File: src/rtl/pixel_stacker.sv
// Packs a 16-bit pixel stream into 128-bit AXI-Stream words (8 pixels per word).
// TLAST marks the last word of each frame. The camera side cannot be stalled,
// so a word that cannot be accepted is dropped and flagged, and the block
// resynchronises on the next frame start.
module pixel_stacker #(
    parameter int unsigned FRAME_WORDS = 115200
) (
    input  logic         clk_in,
    input  logic         rst_in,
    input  logic         pixel_valid_in,
    input  logic [15:0]  pixel_data_in,
    input  logic         frame_start_in,
    output logic [127:0] stacked_axis_data,
    output logic         stacked_axis_tlast,
    output logic         stacked_axis_valid,
    input  logic         stacked_axis_ready,
    output logic         overflow_out,
    output logic         sync_error_out
);

    localparam int unsigned PIX_W      = 16;
    localparam int unsigned LANES      = 8;
    localparam int unsigned LANE_W     = 3;
    localparam int unsigned WORD_CNT_W = 17;
    localparam int unsigned WORD_W     = PIX_W * LANES;

    typedef enum logic {
        WAIT_SYNC = 1'b0,
        STACK     = 1'b1
    } state_e;

    state_e                             state_q, state_d;
    logic [LANE_W-1:0]                  lane_q, lane_d;
    logic [WORD_CNT_W-1:0]              word_q, word_d;
    logic [LANES-2:0][PIX_W-1:0]        acc_q, acc_d;
    logic [WORD_W-1:0]                  data_q, data_d;
    logic                               tlast_q, tlast_d;
    logic                               valid_q, valid_d;
    logic                               ovf_q, ovf_d;
    logic                               sync_err_q, sync_err_d;

    logic start_px;
    logic handshake;
    logic last_word;
    logic at_frame_origin;

    assign start_px        = pixel_valid_in && frame_start_in;
    assign handshake       = valid_q && stacked_axis_ready;
    assign last_word       = (word_q == WORD_CNT_W'(FRAME_WORDS - 1));
    assign at_frame_origin = (lane_q == '0) && (word_q == '0);

    // Next-state: frame sync, lane/word counting, output register load/drop.
    always_comb begin
        state_d    = state_q;
        lane_d     = lane_q;
        word_d     = word_q;
        acc_d      = acc_q;
        data_d     = data_q;
        tlast_d    = tlast_q;
        valid_d    = valid_q;
        ovf_d      = ovf_q;
        sync_err_d = sync_err_q;

        // A transfer empties the output register unless a new word replaces it below.
        if (handshake) begin
            valid_d = 1'b0;
        end

        unique case (state_q)
            WAIT_SYNC: begin
                if (start_px) begin
                    acc_d[0] = pixel_data_in;
                    lane_d   = LANE_W'(1);
                    word_d   = '0;
                    state_d  = STACK;
                end
            end

            STACK: begin
                if (start_px) begin
                    // A frame start anywhere but the frame origin truncates the frame.
                    if (!at_frame_origin) begin
                        sync_err_d = 1'b1;
                    end
                    acc_d[0] = pixel_data_in;
                    lane_d   = LANE_W'(1);
                    word_d   = '0;
                end else if (pixel_valid_in) begin
                    if (lane_q == LANE_W'(LANES - 1)) begin
                        if (!valid_q || handshake) begin
                            data_d  = {pixel_data_in, acc_q};
                            tlast_d = last_word;
                            valid_d = 1'b1;
                            word_d  = last_word ? '0 : word_q + WORD_CNT_W'(1);
                            lane_d  = '0;
                        end else begin
                            // Held word stays; drop this one and realign on next frame.
                            ovf_d   = 1'b1;
                            lane_d  = '0;
                            word_d  = '0;
                            state_d = WAIT_SYNC;
                        end
                    end else begin
                        for (int i = 0; i < int'(LANES - 1); i++) begin
                            if (lane_q == LANE_W'(i)) begin
                                acc_d[i] = pixel_data_in;
                            end
                        end
                        lane_d = lane_q + LANE_W'(1);
                    end
                end
            end

            default: begin
                state_d = WAIT_SYNC;
            end
        endcase
    end

    // State and datapath registers with synchronous reset.
    always_ff @(posedge clk_in) begin
        if (rst_in) begin
            state_q    <= WAIT_SYNC;
            lane_q     <= '0;
            word_q     <= '0;
            acc_q      <= '0;
            data_q     <= '0;
            tlast_q    <= 1'b0;
            valid_q    <= 1'b0;
            ovf_q      <= 1'b0;
            sync_err_q <= 1'b0;
        end else begin
            state_q    <= state_d;
            lane_q     <= lane_d;
            word_q     <= word_d;
            acc_q      <= acc_d;
            data_q     <= data_d;
            tlast_q    <= tlast_d;
            valid_q    <= valid_d;
            ovf_q      <= ovf_d;
            sync_err_q <= sync_err_d;
        end
    end

    assign stacked_axis_data  = data_q;
    assign stacked_axis_tlast = tlast_q;
    assign stacked_axis_valid = valid_q;
    assign overflow_out       = ovf_q;
    assign sync_error_out     = sync_err_q;

endmodule

File: config.mk
export PLATFORM = sky130hd
export DESIGN_NAME = pixel_stacker
export DESIGN_NICKNAME = d
export VERILOG_FILES = /design/src/rtl/pixel_stacker.sv
export SDC_FILE = /design/constraint.sdc
export NUM_CORES = 1
export LEC_CHECK = 0
export ABC_AREA = 1
export CAP_MARGIN = 20
export CORE_AREA = 10 10 187 233
export DETAILED_ROUTE_END_ITERATION = 8
export DIE_AREA = 0 0 197 243
export GPL_ROUTABILITY_DRIVEN = 0
export GPL_TIMING_DRIVEN = 1
export PLACE_DENSITY_LB_ADDON = 0.12
export SKIP_LAST_GASP = 1
export SYNTH_ARGS = -nofsm -noshare
export SYNTH_HDL_FRONTEND = slang
export SYNTH_SLANG_ARGS = --single-unit
export TNS_END_PERCENT = 30
File: constraint.sdc
create_clock -name clk_in -period 2.4 [get_ports clk_in]
set_clock_uncertainty 0.2 [all_clocks]
set_input_delay 0.36 -clock clk_in [delete_from_list [all_inputs] [get_ports clk_in]]
set_output_delay 0.36 -clock clk_in [all_outputs]
set_load 0.005 [all_outputs]
* Yosys cells after proc, flatten, opt, wreduce, memory -nomap -nowiden
Cells that the tools add are included.
** Word-level totals
- Logic and storage cells :: 84
- Register bits after elaboration :: 265
- Bits of input ports :: 21
- Output and inout bits :: 132
** Operators by class
- Bitwise gates (word level) :: 5
- Add/sub/neg operators :: 2
- Reduce and logical (&&, ||, !) cells :: 19
- Muxes and demuxes :: 30
- Equality and inequality tests :: 13
** Operators with widths (number)
- two-way mux 17 bit :: 6
- two-way mux 16 bit :: 5
- AND reduction 5 bit :: 8
- case mux 17 bit (2 select lines) :: 1
- case mux 16 bit (2 select lines) :: 1
- adder 17 x 1 -> 17 bit (second input constant) :: 1
- equality test 17 bit (second input constant) :: 1
- zero test 17 bit :: 1
- equality test 3 bit (second input constant) :: 4
- two-way mux 3 bit :: 4
- two-way mux 1 bit :: 11
- equality test 3 x 2 -> 1 bit (second input constant) :: 2
- != test 3 x 1 -> 1 bit (second input constant) :: 2
- case mux 3 bit (2 select lines) :: 1
- AND reduction 3 bit :: 2
- inverter 1 bit :: 5
- AND reduction 4 bit :: 1
- adder 3 x 1 -> 3 bit (second input constant) :: 1
- equality test 3 x 1 -> 1 bit (second input constant) :: 1
- logical AND 1 bit :: 3
- zero test 3 bit :: 1
- != test 3 x 2 -> 1 bit (second input constant) :: 1
- != test 3 bit (second input constant) :: 1
- != test 2 bit (second input constant) :: 1
- 4 further kinds :: 4

* Longest topological paths before layout
- Depth in word-level cells :: 7
- Gate-level depth with buffers :: 11
- Gate-level depth less buffers :: 10

* Least setup slack after synthesis
OpenSTA, ideal clock, no wires.
- Kind :: register -> register
- Start point :: register lane_q[0]
- End point :: register acc_q[54] in the netlist's numbering
- Setup slack :: 0.409 ns
- Stages on the path, launching flop included :: 11
- Buffers on the path :: 2
- Data arrival time :: 1.659 ns
- Clock period less this slack :: 1.991 ns
- Setup time :: 0.132 ns
- Required time :: 2.068 ns
- Path through :: dfxtp_1 ha_1 ha_1 inv_1 nand3_1 nor2_4 buf_6 nand2_1 buf_4 nand2_1 a21oi_1
** On the way
- Longest elaborated chain between the ends :: 3
- Elaborated cells between the ends (all ways) :: 4
- Classes of those cells :: eq/ne: 2; bitwise: 1; reduce/logical: 1
** RTL lines
- start, declared :: line 33 : logic [LANE_W-1:0] lane_q, lane_d;
- start signal, assigned :: line 134 : lane_q <= lane_d;
- equality test 3 bit :: line 89 : if (lane_q == LANE_W'(LANES - 1)) begin
- inverter 1 bit (no source line)
- AND reduction 5 bit (no source line) (*)
- end signal, assigned :: line 126 : acc_q <= '0;
- end signal, assigned :: line 136 : acc_q <= acc_d;
- end, declared :: line 35 : logic [LANES-2:0][PIX_W-1:0] acc_q, acc_d;
Every way passes the cells marked *; elsewhere a longest branch is shown, timed or not.
A chain may end at the register's enable or synchronous reset.

* Final worst setup path
- Start point :: register lane_q[0]
- End point :: register acc_q[48] in the netlist's numbering
Same word-level chain as after synthesis.

==> out/qor.csv <==
stage,metric,value,unit
worst_hold_path,Hold Path Depth,4,
place,setup slack at placement,-41.30,ps
logic_synthesis,synth warn,0,
setup_path,CP startpoint kind,flop,
worst_hold_path,hold endpoint,acc_q[3]$_SDFFE_PP0P_,
timing,Achievable Freq,447.5,MHz
drt,post-route ant nets,0,
timing,relative slew slack,52.92,%
setup_path,Worst EP required,2610,ps
worst_hold_path,hold path start,rst_in,
timing,endpoints failing setup,0,
timing,period utilization,93.11,%
drt,drt total wl,31600,um
pwr,total power,0.009526,W
floorplanning,core area,38920,um^2
floorplanning,die width,197,um
clock_network,H-tree depth,1,
global_routing,first-pass GRT wire length,48040,um
logic_synthesis,number of distinct library cells after synthesis,26,
drt,post-DR vias/cell,4.368,
clock_network,CTS tree,built,
place,PortBufs,152,
finish,layout cell share with drive strength beyond 1,8.444,%
run_status,status,completed,
clock_network,"Clk Latency, worst-skew pair",560,ps
drt,Pre-Repair DR Iteration Count,4,
worst_hold_path,Hold Path Class,input port to flop,
drt,vias post-DR,8081,
finish,Fill cells,4111,
global_routing,maximum number of pins on one net before global-route repair,84,
place,Post-DP Area,11840,um^2
setup_path,reg2reg start,lane_q[0]$_SDFFE_PP0P_,
pwr,Peak VDD IR,515.3,uV
place,dpl hpwl,20510,um
timing,Slew @ Worst Pin,706.2,ps
global_routing,grt ovf,0,
setup_path,critical path type,flop to flop,
floorplanning,initial core utilization,24.67,%
timing,fin. max-slew vios,0,
floorplanning,die area,47870,um^2
pwr,PD cells,738.1,nW/um^2
logic_synthesis,Synth Cell Area,9600,um^2
floorplanning,Die H,243,um
setup_path,FF-to-FF path depth,11,
timing,Setup Total Neg Slack,0,ps
timing,Final Critical Period,2235,ps
global_routing,gr usage total,12.81,%
setup_path,Worst Path Arrival,2440,ps
finish,final core occ,33.16,%
global_routing,antenna violations before repair,2,
drt,starting DRC count in detailed routing,340,
logic_synthesis,#FFs+latches synth,265,
run,max_cap viols,0,
finish,nets@finish,1357,
clock_network,clk buf depth,3,
setup_path,Worst setup EP type,flop,
logic_synthesis,post-synthesis sequential area ratio,55.26,%
clock_network,CTS Buf Count,29,
logic_synthesis,synthesized area per cell,8.157,um^2
clock_network,CTS root buffer,clkbuf_16,
global_routing,vias in the first global route,7788,
floorplanning,IO Count,153,
drt,drt wl/cell,17.08,um
drt,post-route DRC violation count,0,
logic_synthesis,Post-Syn Nets,1207,
clock_network,CTS Sinks,265,
finish,Syn-to-layout area delta,34.43,%
clock_network,"Clk pin slew, worst setup/hold paths",70,ps
setup_path,CP Max Fanout,16,
finish,multi-input logic area,3461,um^2
floorplanning,Placement Rows,81,
timing,final worst setup slack,165.4,ps
logic_synthesis,Post-Synthesis Cells,1177,
setup_path,reg-to-reg endpoint,acc_q[48]$_SDFFE_PP0P_,
finish,FF+latch area,5305,um^2
clock_network,hold_buf cts,0,
pwr,Static Leak,4.531,nW
finish,Finished Cell Area,12910,um^2
timing,"Hold Violations, Final",0,
setup_path,Register-to-Register Setup Slack,170,ps
metrics by stage:
step,hold slack (ps),std cells
after global routing,116.2,1848
final,79.35,1850
after detailed placement,243.5,1793
after floorplan,229.1,1177
after CTS,73.90,1847
after global placement,238.1,1793
placed cells by master, fill, tap and decap left out, drive strengths merged:
master         count
xnor2              1
buf               48
a21oi            254
bufinv             4
nand4              6
clkinv             5
diode              2
nand2            148
clkbuf            42
nand3             31
clkdlybuf4s50    151
o21ai            199
xor2               6
ha                 9
nor2              46
nor3               4
a221oi             1
clkinvlp           2
dfxtp            265
inv              127
a21boi             1
repair_timing:
action,in CTS,in global routing
gates resized for setup,0,13
endpoints found under the setup margin,0,117
setup buffers,0,1
hold endpoints to repair,0,0
how the worst max path moves through the flow:
stage | depth (start not counted) | slack (ps) | to | startpoint
finish | 11 | 170 | acc_q[48]$_SDFFE_PP0P_ | lane_q[0]$_SDFFE_PP0P_
global route | 11 | -7 | acc_q[53]$_SDFFE_PP0P_ | lane_q[0]$_SDFFE_PP0P_
CTS | 10 | 6 | acc_q[92]$_SDFFE_PP0P_ | lane_q[0]$_SDFFE_PP0P_
detailed placement | 9 | -40 | acc_q[92]$_SDFFE_PP0P_ | pixel_valid_in
global placement | 9 | -10 | acc_q[95]$_SDFFE_PP0P_ | pixel_valid_in
floorplan | 10 | 410 | acc_q[54]$_SDFFE_PP0P_ | lane_q[0]$_SDFFE_PP0P_
final cells by class:
class                      count  share of cell area (%)
timing repair buffer         199                   15.64
sequential                   265                   41.11
clock inverter                12                   1.309
multi-input combinational    706                   26.82
antenna                        2                 0.03878
tap                          498                   4.828
clock buffer                  42                   6.544
inverter                     126                   3.723
layer usage:
layer / up-vias / global-route usage [%] / wire, um
met4: 0 / 2.900 / 391
met1: 3713 / 16.83 / 14760
met5: - / 0 / 0
met3: 26 / 2.783 / 1638
met2: 150 / 20.89 / 14810
li1: 4192 / - / -
cell usage after synthesis (all sizes together):
| cell type | instances | area, um^2 |
|---|---|---|
| dfxtp | 265 | 5305 |
| a21oi | 254 | 1271 |
| o21ai | 199 | 999.7 |
| nand2 | 148 | 563.0 |
| inv | 126 | 473.0 |
| clkbuf | 46 | 173.9 |
| nor2 | 46 | 180.2 |
| buf | 34 | 214.0 |
| nand3 | 31 | 167.7 |
| ha | 9 | 112.6 |
| nand4 | 6 | 37.54 |
| xor2 | 6 | 52.55 |
| nor3 | 4 | 25.02 |
| a21boi | 1 | 7.510 |
| a221oi | 1 | 8.760 |
| xnor2 | 1 | 8.760 |
cell families after synthesis:
family                   after synthesis  synth area share (%)
flip-flops                           265                 55.26
adder cells (fa/ha/maj)                9                 1.173
AO/OA/AOI/OAI                        455                 23.82
XOR/XNOR                               7                0.6386
AND/OR/NAND/NOR                      235                 10.14
buffers and inverters                206                 8.966
state kept, by name, indices dropped and copies added, names as in the netlist:
signal              flops
overflow_out            1
lane_q                  3
stacked_axis_valid      1
stacked_axis_tlast      1
word_q                 17
state_q                 1
sync_error_out          1
stacked_axis_data     128
acc_q                 112
report_power, final:
| part | internal (W) | switching (W) |
|---|---|---|
| Clock | 0.00287 | 0.00185 |
| Sequential | 0.00443 | 0.00000886 |
| Combinational | 0.000116 | 0.000250 |
| Total | 0.00741 | 0.00211 |
critical path, cell delays in order, from the launching register on:
cell and delay [ps]:
dfxtp_1 330, ha_1 240, ha_2 210, inv_2 80, nand3_1 100, buf_4 150
nor2_4 220, buf_4 180, nand2_1 60, buf_6 190, nand2_1 60, a21oi_1 60
(Power assumes the default switching activity.)
